--- config.mk ---
export PLATFORM = sky130hd
export DESIGN_NAME = ram_bus_master
export DESIGN_NICKNAME = d
export VERILOG_FILES = /design/src/rtl/ram_bus_master.sv
export SDC_FILE = /design/constraint.sdc
export NUM_CORES = 1
export LEC_CHECK = 0
export ABC_AREA = 0
export CELL_PAD_IN_SITES_DETAIL_PLACEMENT = 2
export CELL_PAD_IN_SITES_GLOBAL_PLACEMENT = 2
export CORE_MARGIN = 5
export CORE_UTILIZATION = 24
export CTS_BUF_LIST = sky130_fd_sc_hd__clkbuf_8
export DETAILED_ROUTE_END_ITERATION = 10
export GPL_TIMING_DRIVEN = 0
export HOLD_SLACK_MARGIN = 0.12
export PLACE_DENSITY_LB_ADDON = 0.08
export SLEW_MARGIN = 20
export SYNTH_ARGS = -nofsm -noshare
export SYNTH_HDL_FRONTEND = slang
export SYNTH_SLANG_ARGS = --single-unit
--- constraint.sdc ---
create_clock -name clk -period 2 [get_ports clk]
set_clock_uncertainty 0.1 [all_clocks]
set_input_delay 0.3 -clock clk [delete_from_list [all_inputs] [get_ports clk]]
set_output_delay 0.3 -clock clk [all_outputs]
set_load 0.01 [all_outputs]
--- src/rtl/ram_bus_master.sv ---
// ram_bus_master: initiator side of the 16-bit RAM bus.
// Takes one CPU word/byte request per req/ack handshake and runs one RAM cycle for it.
// Ports: clk, reset (sync, active high);
//        CPU side  req, req_we, req_byte, req_addr, req_wdata -> ack, rdata, err_odd, err_nxm;
//        RAM side  ram_addr, ram_di, ram_ce_n, ram_we_n, ram_byte_op <- ram_do.
// Optional build macro RAM_BUS_BYTE_SEXT_EN: byte reads sign-extend ram_do[7:0] into rdata.
module ram_bus_master #(
    parameter int WAIT_CYCLES = 0,
    parameter int MEM_SIZE    = 65536
) (
    input  logic        clk,
    input  logic        reset,
    input  logic        req,
    input  logic        req_we,
    input  logic        req_byte,
    input  logic [15:0] req_addr,
    input  logic [15:0] req_wdata,
    output logic        ack,
    output logic [15:0] rdata,
    output logic        err_odd,
    output logic        err_nxm,
    output logic [15:0] ram_addr,
    output logic [15:0] ram_di,
    input  logic [15:0] ram_do,
    output logic        ram_ce_n,
    output logic        ram_we_n,
    output logic        ram_byte_op
);

    localparam logic [1:0]  S_IDLE    = 2'd0;
    localparam logic [1:0]  S_ACCESS  = 2'd1;
    localparam logic [1:0]  S_DONE    = 2'd2;
    // 17 bits so that MEM_SIZE = 65536 means "every address exists"
    localparam logic [16:0] MEM_LIM   = 17'(MEM_SIZE);
    localparam logic [3:0]  WAIT_INIT = 4'(WAIT_CYCLES);

    logic [1:0]  state;
    logic [3:0]  wait_cnt;
    logic        we_q;
    logic        odd;
    logic        nxm;
    logic [15:0] rd_val;

    assign odd = ~req_byte & req_addr[0];
    assign nxm = {1'b0, req_addr} >= MEM_LIM;

    always_comb begin
        rd_val = ram_do;
`ifdef RAM_BUS_BYTE_SEXT_EN
        if (ram_byte_op)
            rd_val = {{8{ram_do[7]}}, ram_do[7:0]};
`endif
    end

    always_ff @(posedge clk) begin
        if (reset) begin
            state       <= S_IDLE;
            wait_cnt    <= 4'd0;
            we_q        <= 1'b0;
            ack         <= 1'b0;
            rdata       <= 16'd0;
            err_odd     <= 1'b0;
            err_nxm     <= 1'b0;
            ram_addr    <= 16'd0;
            ram_di      <= 16'd0;
            ram_ce_n    <= 1'b1;
            ram_we_n    <= 1'b1;
            ram_byte_op <= 1'b0;
        end else begin
            ack <= 1'b0;
            case (state)
                S_IDLE: begin
                    if (req) begin
                        we_q    <= req_we;
                        err_odd <= odd;
                        // odd-address fault wins over non-existent memory
                        err_nxm <= ~odd & nxm;
                        if (odd | nxm) begin
                            state <= S_DONE;
                        end else begin
                            ram_addr    <= req_addr;
                            ram_di      <= req_wdata;
                            ram_byte_op <= req_byte;
                            ram_ce_n    <= 1'b0;
                            // with no wait states the first ACCESS cycle is the final one
                            ram_we_n    <= ~(req_we && (WAIT_INIT == 4'd0));
                            wait_cnt    <= WAIT_INIT;
                            state       <= S_ACCESS;
                        end
                    end
                end
                S_ACCESS: begin
                    if (wait_cnt == 4'd0) begin
                        if (!we_q)
                            rdata <= rd_val;
                        ram_ce_n <= 1'b1;
                        ram_we_n <= 1'b1;
                        state    <= S_DONE;
                    end else begin
                        wait_cnt <= wait_cnt - 4'd1;
                        // drop WE_N only for the last CE_N cycle: one write edge
                        if (wait_cnt == 4'd1)
                            ram_we_n <= ~we_q;
                    end
                end
                S_DONE: begin
                    ack   <= 1'b1;
                    state <= S_IDLE;
                end
                default: state <= S_IDLE;
            endcase
        end
    end

endmodule

==> results.json <==
{
  "outcome": "finished, final reports clean",
  "avgViaCountPerCell": 4.96,
  "setup_slack_ps": 140,
  "portBuffers": 104,
  "overflow": 0,
  "utilization_pct": 38.6,
  "crit_chain": "clkdlybuf4s50_1 > nand2b_1 > clkbuf_1 > clkbuf_1 > nand3_1 > a21oi_1",
  "cp_common_cell": "clkbuf_1",
  "regToRegSetupSlack_ps": 160,
  "swShare_pct": 26.0,
  "p_int_mw": 2.26,
  "final_hold_viol_count": 0,
  "p_comb_share_pct": 17.3,
  "drv_slew": 0,
  "critPathLaunchType": "input pin",
  "seq_area_frac_synth_pct": 48.9,
  "clock_latency_ps": 340,
  "seqPwrFrac_pct": 42.7,
  "die_area_um2": 12400,
  "yosys_register_bits": 60,
  "drtPass1Iterations": 4,
  "cts_root_buf": "clkbuf_8",
  "place_inst": 531,
  "core_area_um2": 10100,
  "hpwl_um": 7180,
  "std_cell_rows": 37,
  "min_path_type": "in2reg",
  "min-delay-start": "reset",
  "maxSlewHeadroom_pct": 60.6,
  "setup-tns-final_ps": 0,
  "path_class": "in2reg",
  "cts_buffer_depth": 2,
  "switchingPower_mw": 0.793,
  "drive_gt1_share_pct": 7.07,
  "finalSetupViolCount": 0,
  "crit_path_top_delay_cell": "clkdlybuf4s50_1",
  "netlist_instances": 291,
  "power_mw": 3.05,
  "ir_worst_vdd_mv": 0.267,
  "ys_warn_count": 0,
  "filler_cell_count": 1132,
  "critPathMaxFanout": 10,
  "place_ws_ps": -391,
  "layout.nets": 461,
  "start_util_pct": 24.2,
  "area_growth_pct": 59.2,
  "cap_violations": 0,
  "syn_avg_cell_area_um2": 8.44,
  "first_global_vias": 2984,
  "ant_nets": 0,
  "vias": 2707,
  "seqCellArea_um2": 1200,
  "grt_max_degree": 20,
  "cts-buffers-inserted": 9,
  "routed_wl_um": 9900,
  "stdcell_area_um2": 3910,
  "routedWlPerCell_um": 18.1,
  "clkSinkCount": 60,
  "final_common_cell": "clkdlybuf4s50_1",
  "power_per_cell_area_nw_per_um2": 781,
  "hold_end": "rdata[4]",
  "antennaDiodeCount": 0,
  "cts_tree": "done",
  "grt_pass1_wl_um": 16200,
  "finalCriticalPeriod_ps": 1860,
  "h-tree-depth": 3,
  "final_cell_mix": "104 x clkdlybuf4s50_1, 60 x dfxtp_1, 56 x a21oi_1, 35 x o21ai_0, 32 x nand3_1",
  "place_area_um2": 3670,
  "r2r_end": "rdata[3]",
  "multi_input_area_um2": 1120,
  "fin_crit_sh_pct": 93.0,
  "regToRegStartpoint": "wait_cnt[0]",
  "max_freq_mhz": 538,
  "netlist_area_um2": 2460,
  "grt_antenna_before_repair": 0,
  "synth_fp_nets": 347,
  "cts.clk_slew.worst_paths_ps": 70,
  "hold_slack_ps": 365,
  "cp.arrival_ps": 2020,
  "place_congestion": 0.775,
  "stdcell_count": 546,
  "io_pins": 107,
  "synth.distinct_cells": 32,
  "clkPwrFrac_pct": 40.0,
  "track_usage_pct": 16.1,
  "tightest_slew_ps": 591,
  "cpPeakStageDelay_ps": 540,
  "fp.dieW_um": 111,
  "worstPathRequired_ps": 2160,
  "remaining_drc_errors": 0,
  "ctsHoldBuffers": 0,
  "p_leak_nw": 1.36,
  "rr_worst_depth": 6,
  "end_kind": "flip-flop",
  "hold_depth": 2,
  "cts_setup_buffers": 0,
  "die_h_um": 111,
  "drt_iter0_drc": 62
}
==> area by class of cell <==
cell class,instances,area share (%)
plain buffers,32,3.71
clock buffers,10,3.52
clock inverters,6,2.02
inverters,5,0.480
multi-input cells,193,28.6
flip-flops and latches,60,30.7
well taps,136,4.35
repair buffers,104,26.6
==> critical path: cells and delay by family <==
| family | cells | cell delay (ps) |
|---|---|---|
| AND/OR/NAND/NOR | 2 | 290 |
| buffers and inverters | 3 | 1270 |
| AO/OA/AOI/OAI | 1 | 150 |
==> timing repair <==
item                       CTS  global route
gates cloned                 0             0
pin swaps                    0             0
hold endpoints to repair     0             0
gates resized for setup      3            11
setup endpoints to repair   20            23
==> worst max-delay path by stage <==
stage,start,end,slack [ps],cells past startpoint
final,req_byte,ram_di[2],140,6
after global routing,wait_cnt[0],rdata[9],-9,7
after global placement,req,ram_addr[14],-350,5
after detailed placement,req_addr[0],ram_addr[2],-390,6
after CTS,wait_cnt[0],rdata[2],30,7
after floorplan,wait_cnt[0],rdata[10],250,7
==> cell usage after synthesis <==
cell       count  area (µm²)
nand3_1       32         160
a2bb2oi_1      1        8.76
conb_1         1        3.75
a21oi_1       56         280
o21ai_0       35         175
and2_1         1        6.26
a2111oi_0      1        8.76
o311ai_1       1        8.76
or4b_1         1        10.0
o21ai_1        2        10.0
o221ai_1       3        26.3
o31ai_1       16         120
nand4_1       16         100
a22oi_1        1        7.51
buf_4          1        7.51
buf_1          2        7.51
or3_1          2        12.5
dfxtp_1       60        1200
nor2b_1        2        12.5
clkbuf_1      23        86.3
ha_1           3        37.5
nor3b_2        1        12.5
inv_1          4        15.0
or4_1          2        15.0
nand2_1        3        11.3
nor2_1         6        22.5
buf_2          7        35.0
nor3b_1        2        15.0
nor3_1         1        5.00
nand2b_1       2        12.5
clkinv_1       1        3.75
or3b_1         2        17.5
==> sequential cells by signal, indices dropped and copies added (netlist names) <==
signal / count
ram_addr: 16
ram_we_n: 1
we_q: 1
wait_cnt: 4
err_odd: 1
rdata: 16
state: 2
ram_di: 16
ram_ce_n: 1
ack: 1
ram_byte_op: 1
==> power by group through the flow <==
stage	Combinational (mW)	Clock (mW)	Sequential, mW
2_1_floorplan	0.185	0	1.35
3_3_place_gp	0.523	0	1.33
3_5_place_dp	0.533	0	1.33
4_1_cts	0.538	1.26	1.30
5_1_grt	0.577	1.31	1.31
6_report	0.528	1.22	1.30
==> cell families after synthesis <==
family          share of synthesized area (%)
flops                                    48.9
compound gates                           26.3
other cells                             0.153
fa+ha+maj                                1.53
buf+inv                                  6.32
simple gates                             16.8
==> layer usage <==
layer	global-route usage [%]	part of all wire [%]
met5	0	0
met4	3.73	0.91
met3	5.62	5.7
met2	26.5	47
met1	20.3	46
Power figures use the tool's default switching activity.
==> patch 1, RTL diff (same flow settings) <==
Add a define of `RAM_BUS_BYTE_SEXT_EN`.
--- a/src/rtl/ram_bus_master.sv
+++ b/src/rtl/ram_bus_master.sv
@@ -6,2 +6,4 @@
 // Optional build macro RAM_BUS_BYTE_SEXT_EN: byte reads sign-extend ram_do[7:0] into rdata.
+`define RAM_BUS_BYTE_SEXT_EN
+
 module ram_bus_master #(
Formal check against the unedited RTL: not equivalent (Yosys sat finds a counterexample within 4 cycles, from zero or initial values and one cycle with reset high).
==> patch 1 against the unedited design <==
  * Sequential share of layout area is 1.1 points higher
  * Area after synthesis is 6.3% lower
  * Critical path depth is 2 higher
  * Largest power group unchanged
  * Worst setup slack worse by 0.061 ns
  * Register-to-register slack worse by 0.08 ns
  * Count of clock-buffer cells in the layout is 1 higher
  * Synthesized cell count is 2.7% lower
  * Routed wire length is 17% lower
  * Cell count is 1.5% lower
  * Design area is 2.9% lower
  * Critical path type is now reg -> reg
  * Power is 3.6% lower
  * Sequential cell count stayed put
==> patch 1: results (changes against the unedited design) <==
Place
  – Post-Place Cells: 517 (was 531)
  – Detail Placement HPWL: 6240 µm (was 7180 µm)
  – Placed inst area: 3510 µm² (was 3670 µm²)
  – DP Worst Slack: -0.445 ns (was -0.391 ns)

Power and ir drop
  – Leakage: 1.38 nW (was 1.36 nW)
  – Combinational Power Share: 17.7% (was 17.3%)

Min path
  – Hold crit path type: reg -> reg (was in -> reg)
  – HP Start: rdata[2]$_SDFFE_PP0P_ (was reset)

Route
  – WL per Instance: 15.3 µm (was 18.1 µm)
  – Initial DRC count: 47 (was 62)
  – Metal2 WL: 4010 µm (was 4670 µm)

Critical path
  – R2R setup slack: 0.08 ns (was 0.16 ns)
  – R2r worst-path depth: 8 (was 6)
  – Reg-to-Reg Start: wait_cnt[1]$_SDFFE_PP0P_ (was wait_cnt[0]$_SDFFE_PP0P_)
  – Critical Path Slowest Stage Cell: or3b_4 (was clkdlybuf4s50_1)

Timing
  – Achievable clock frequency: 521 MHz (was 538 MHz)
  – WHS: 0.355 ns (was 0.365 ns)

Clock tree
  – Post-CTS setup buffer count: 4 (was 0)

Outcome
  – Status: finished, final reports clean (unchanged)

Logic synthesis
  – Syn Area/Cell: 8.13 µm² (was 8.44 µm²)
  – Area contributors post-synth: dfxtp_1 52%, nand2_1 14%, a21oi_1 11%, a311oi_1 3.0%, nand2b_1 2.7% (was dfxtp_1 49%, a21oi_1 11%, o21ai_0 7.1%, nand3_1 6.5%, o31ai_1 4.9%)
  – Most frequent cells after synthesis: 85 x nand2_1, 60 x dfxtp_1, 50 x a21oi_1, 12 x nor2_1, 11 x clkbuf_1 (was 60 x dfxtp_1, 56 x a21oi_1, 35 x o21ai_0, 32 x nand3_1, 23 x clkbuf_1)
  – Netlist cell types: 29 (was 32)

Global routing
  – First-pass GRT wire length: 13200 µm (was 16200 µm)
  – Pin count of the biggest net entering global routing: 11 (was 20)

Layout
  – Final Net Count: 460 (was 461)
patch 1: changes by cell type after synthesis, sizes merged, moves of 6 or more:
cell | before | now
a21oi | 56 | 50
a311oi | 0 | 8
nand3 | 32 | 6
o31ai | 16 | 1
nand2b | 2 | 10
clkbuf | 23 | 11
nand4 | 16 | 0
nand2 | 3 | 85
o21ai | 37 | 2
nor2 | 6 | 12
patch 1: kinds of logic after synthesis:
family                   Yosys count  synth area share [%]
AND/OR/NAND/NOR                  128                  24.6
AO/OA/AOI/OAI                     64                  15.7
flip-flops                        60                  52.2
buffers and inverters             25                  4.89
adder cells (fa/ha/maj)            3                  1.63
XOR/XNOR                           2                 0.761
other                              1                 0.163
patch 1: cell type report:
type,instances,area (µm²)
Sequential cell,60,1210
Multi-Input combinational cell,198,1010
Clock buffer,11,151
Buffer,19,103
Timing Repair Buffer,111,1100
Fill cell,1079,5490
Tap cell,129,161
Clock inverter,5,51.3
Inverter,5,21.3
==> patch 2, RTL diff (same flow settings) <==
Without the edit above. Make the reset (`reset`) asynchronous in one clocked block.
--- a/src/rtl/ram_bus_master.sv
+++ b/src/rtl/ram_bus_master.sv
@@ -54,3 +54,3 @@
 
-    always_ff @(posedge clk) begin
+    always_ff @(posedge clk or posedge reset) begin
         if (reset) begin
Formal check against the unedited RTL: differs if reset is asserted again (counterexample within 4 cycles, from zero or initial values and one cycle with reset high); with reset held inactive, the same outputs for 10 cycles.
==> patch 2 against the unedited design <==
  * Maximum frequency down 0.22%
  * Critical path depth down 1
  * Design area down 0.83%
  * Worst hold slack worse by 0.21 ns
  * Sequential cell count unchanged
  * Cell count down 23%
  * Register-to-register slack worse by 0.02 ns
  * Core utilization up 0.92 points
  * Routed wire length down 32%
  * Worst setup slack worse by 0.0040 ns
  * Area after synthesis down 0.97%
Power is not compared: it rests on default switching activity, and its combinational part moved more than twofold at a synthesized area within 25%.
==> patch 2: results (changes against the unedited design) <==
Route
  – WL per Instance: 16.2 µm (was 18.1 µm)
  – Detailed Route WL: 6770 µm (was 9900 µm)
  – DR pass1 iterations: 3 (was 4)
  – Initial DRC count: 22 (was 62)
  – Metal-1 WL: 3000 µm (was 4570 µm)
  – WL met3: 528 µm (was 565 µm)
  – Vias: 1760 (was 2707)
  – Metal2 WL: 3170 µm (was 4670 µm)

Layout
  – Share of post-route cells with drive strength above 1: 25.6% (was 7.07%)
  – Fillers: 1052 (was 1132)
  – Final Net Count: 336 (was 461)

Logic synthesis
  – Syn Area/Cell: 14.9 µm² (was 8.44 µm²)
  – Primary FF master, synth: dfrtp_1 (was dfxtp_1)
  – Area contributors post-synth: dfrtp_1 60%, mux2_2 17%, mux2_4 6.2%, dfstp_2 2.2%, ha_1 1.5% (was dfxtp_1 49%, a21oi_1 11%, o21ai_0 7.1%, nand3_1 6.5%, o31ai_1 4.9%)
  – Multiplexer area fraction after synthesis: 23.7% (was 0%)
  – Netlist cell types: 28 (was 32)
  – Post-synth ARST share: 100% (was 0%)
  – Synth Area in Compound Gates: 5.04% (was 26.3%)
  – Synthesized Nets: 219 (was 347)
  – Most frequent cells after synthesis: 58 x dfrtp_1, 37 x mux2_2, 10 x mux2_4, 7 x inv_1, 6 x o21ai_0 (was 60 x dfxtp_1, 56 x a21oi_1, 35 x o21ai_0, 32 x nand3_1, 23 x clkbuf_1)
  – Post-synthesis sequential area ratio: 61.8% (was 48.9%)

Global routing
  – Vias in the first global route: 2018 (was 2984)
  – Gr usage total: 11.6% (was 16.1%)
  – Pin count of the biggest net entering global routing: 47 (was 20)
  – First-pass GRT wire length: 11200 µm (was 16200 µm)

Place
  – Post-Place Cells: 402 (was 531)
  – Final Wtd Congestion: 0.687 (was 0.775)
  – Detail Placement HPWL: 5040 µm (was 7180 µm)
  – Port-buffer cells: 105 (was 104)
  – DP Worst Slack: -0.179 ns (was -0.391 ns)
  – Placed inst area: 3680 µm² (was 3670 µm²)

Critical path
  – Crit path kind: reg -> reg (was in -> reg)
  – Setup crit end: rdata[5]$_DFFE_PP0P_ (was ram_di[2]$_SDFFE_PP0P_)
  – Max stage delay on crit path: 0.39 ns (was 0.54 ns)
  – Crit path DAT: 1.97 ns (was 2.02 ns)
  – Reg-to-Reg Start: wait_cnt[1]$_DFFE_PP0P_ (was wait_cnt[0]$_SDFFE_PP0P_)
  – Critical Path Slowest Stage Cell: dfrtp_1 (was clkdlybuf4s50_1)
  – R2r worst-path depth: 5 (was 6)

Clock tree
  – H-tree levels: 3 (unchanged)
  – Resize count post-CTS: 0 (was 3)

Timing
  – Achievable clock frequency: 537 MHz (was 538 MHz)
  – Max_slew headroom: 56.8% (was 60.6%)

Outcome
  – Status: finished, final reports clean (unchanged)

Power and ir drop
  – Leakage: about 1.7 nW

Min path
  – Hold crit path type: in -> async (was in -> reg)
-- patch 2: cell types whose count changed in the layout (fill, tap and decap cells not counted), sizes merged, moves of 31 or more --
cell,unedited run,this run
dfrtp,0,58
nand3,32,0
o21ai,37,6
mux2,0,47
a21oi,56,4
dfxtp,60,0
-- patch 2: layout make-up --
cell class	count	area, µm²	area share [%]
Inverter	7	28.8	0.742
Multi-Input combinational cell	90	861	22.2
Tap cell	133	166	4.29
Timing Repair Buffer	106	1080	27.8
Sequential cell	60	1500	38.8
Clock buffer	11	151	3.90
Buffer	6	41.3	1.06
Clock inverter	5	46.3	1.19
-- patch 2: power groups by stage --
| stage | clock network [mW] | logic, mW | registers (mW) |
|---|---|---|---|
| 6_report | 1.09 | 2.88 | 2.17 |
| 3_5_place_dp | 0 | 2.95 | 2.19 |
| 2_1_floorplan | 0 | 1.16 | 2.43 |
| 5_1_grt | 1.20 | 3.12 | 2.26 |
| 4_1_cts | 1.15 | 2.96 | 2.19 |
| 3_3_place_gp | 0 | 2.91 | 2.16 |
-- patch 2: worst min-delay path by stage --
stage | from | endpoint | slack (ns) | depth (start not counted)
after floorplan | req_we | we_q$_DFFE_PP0P_ | 0.32 | 2
after global placement | err_odd$_DFFE_PP0P_ | err_odd$_DFFE_PP0P_ | 0.38 | 1
after detailed placement | err_odd$_DFFE_PP0P_ | err_odd$_DFFE_PP0P_ | 0.38 | 1
after CTS | reset | ram_addr[15]$_DFFE_PP0P_ | 0.14 | 2
after global routing | reset | rdata[0]$_DFFE_PP0P_ | 0.14 | 2
final | reset | rdata[0]$_DFFE_PP0P_ | 0.15 | 2
-- patch 2: metal layers --
layer / vias up / track usage (%)
met4: 0 / 3.69
met1: 887 / 14.3
met3: 5 / 5.46
met2: 68 / 17.8
met5: - / 0
li1: 800 / -
-- patch 2: kinds of logic after synthesis --
logic type / Yosys count
multiplexers: 48
AND/OR/NAND/NOR: 18
other: 1
AO/OA/AOI/OAI: 20
adder cells (fa/ha/maj): 3
flip-flops: 60
buffers and inverters: 13
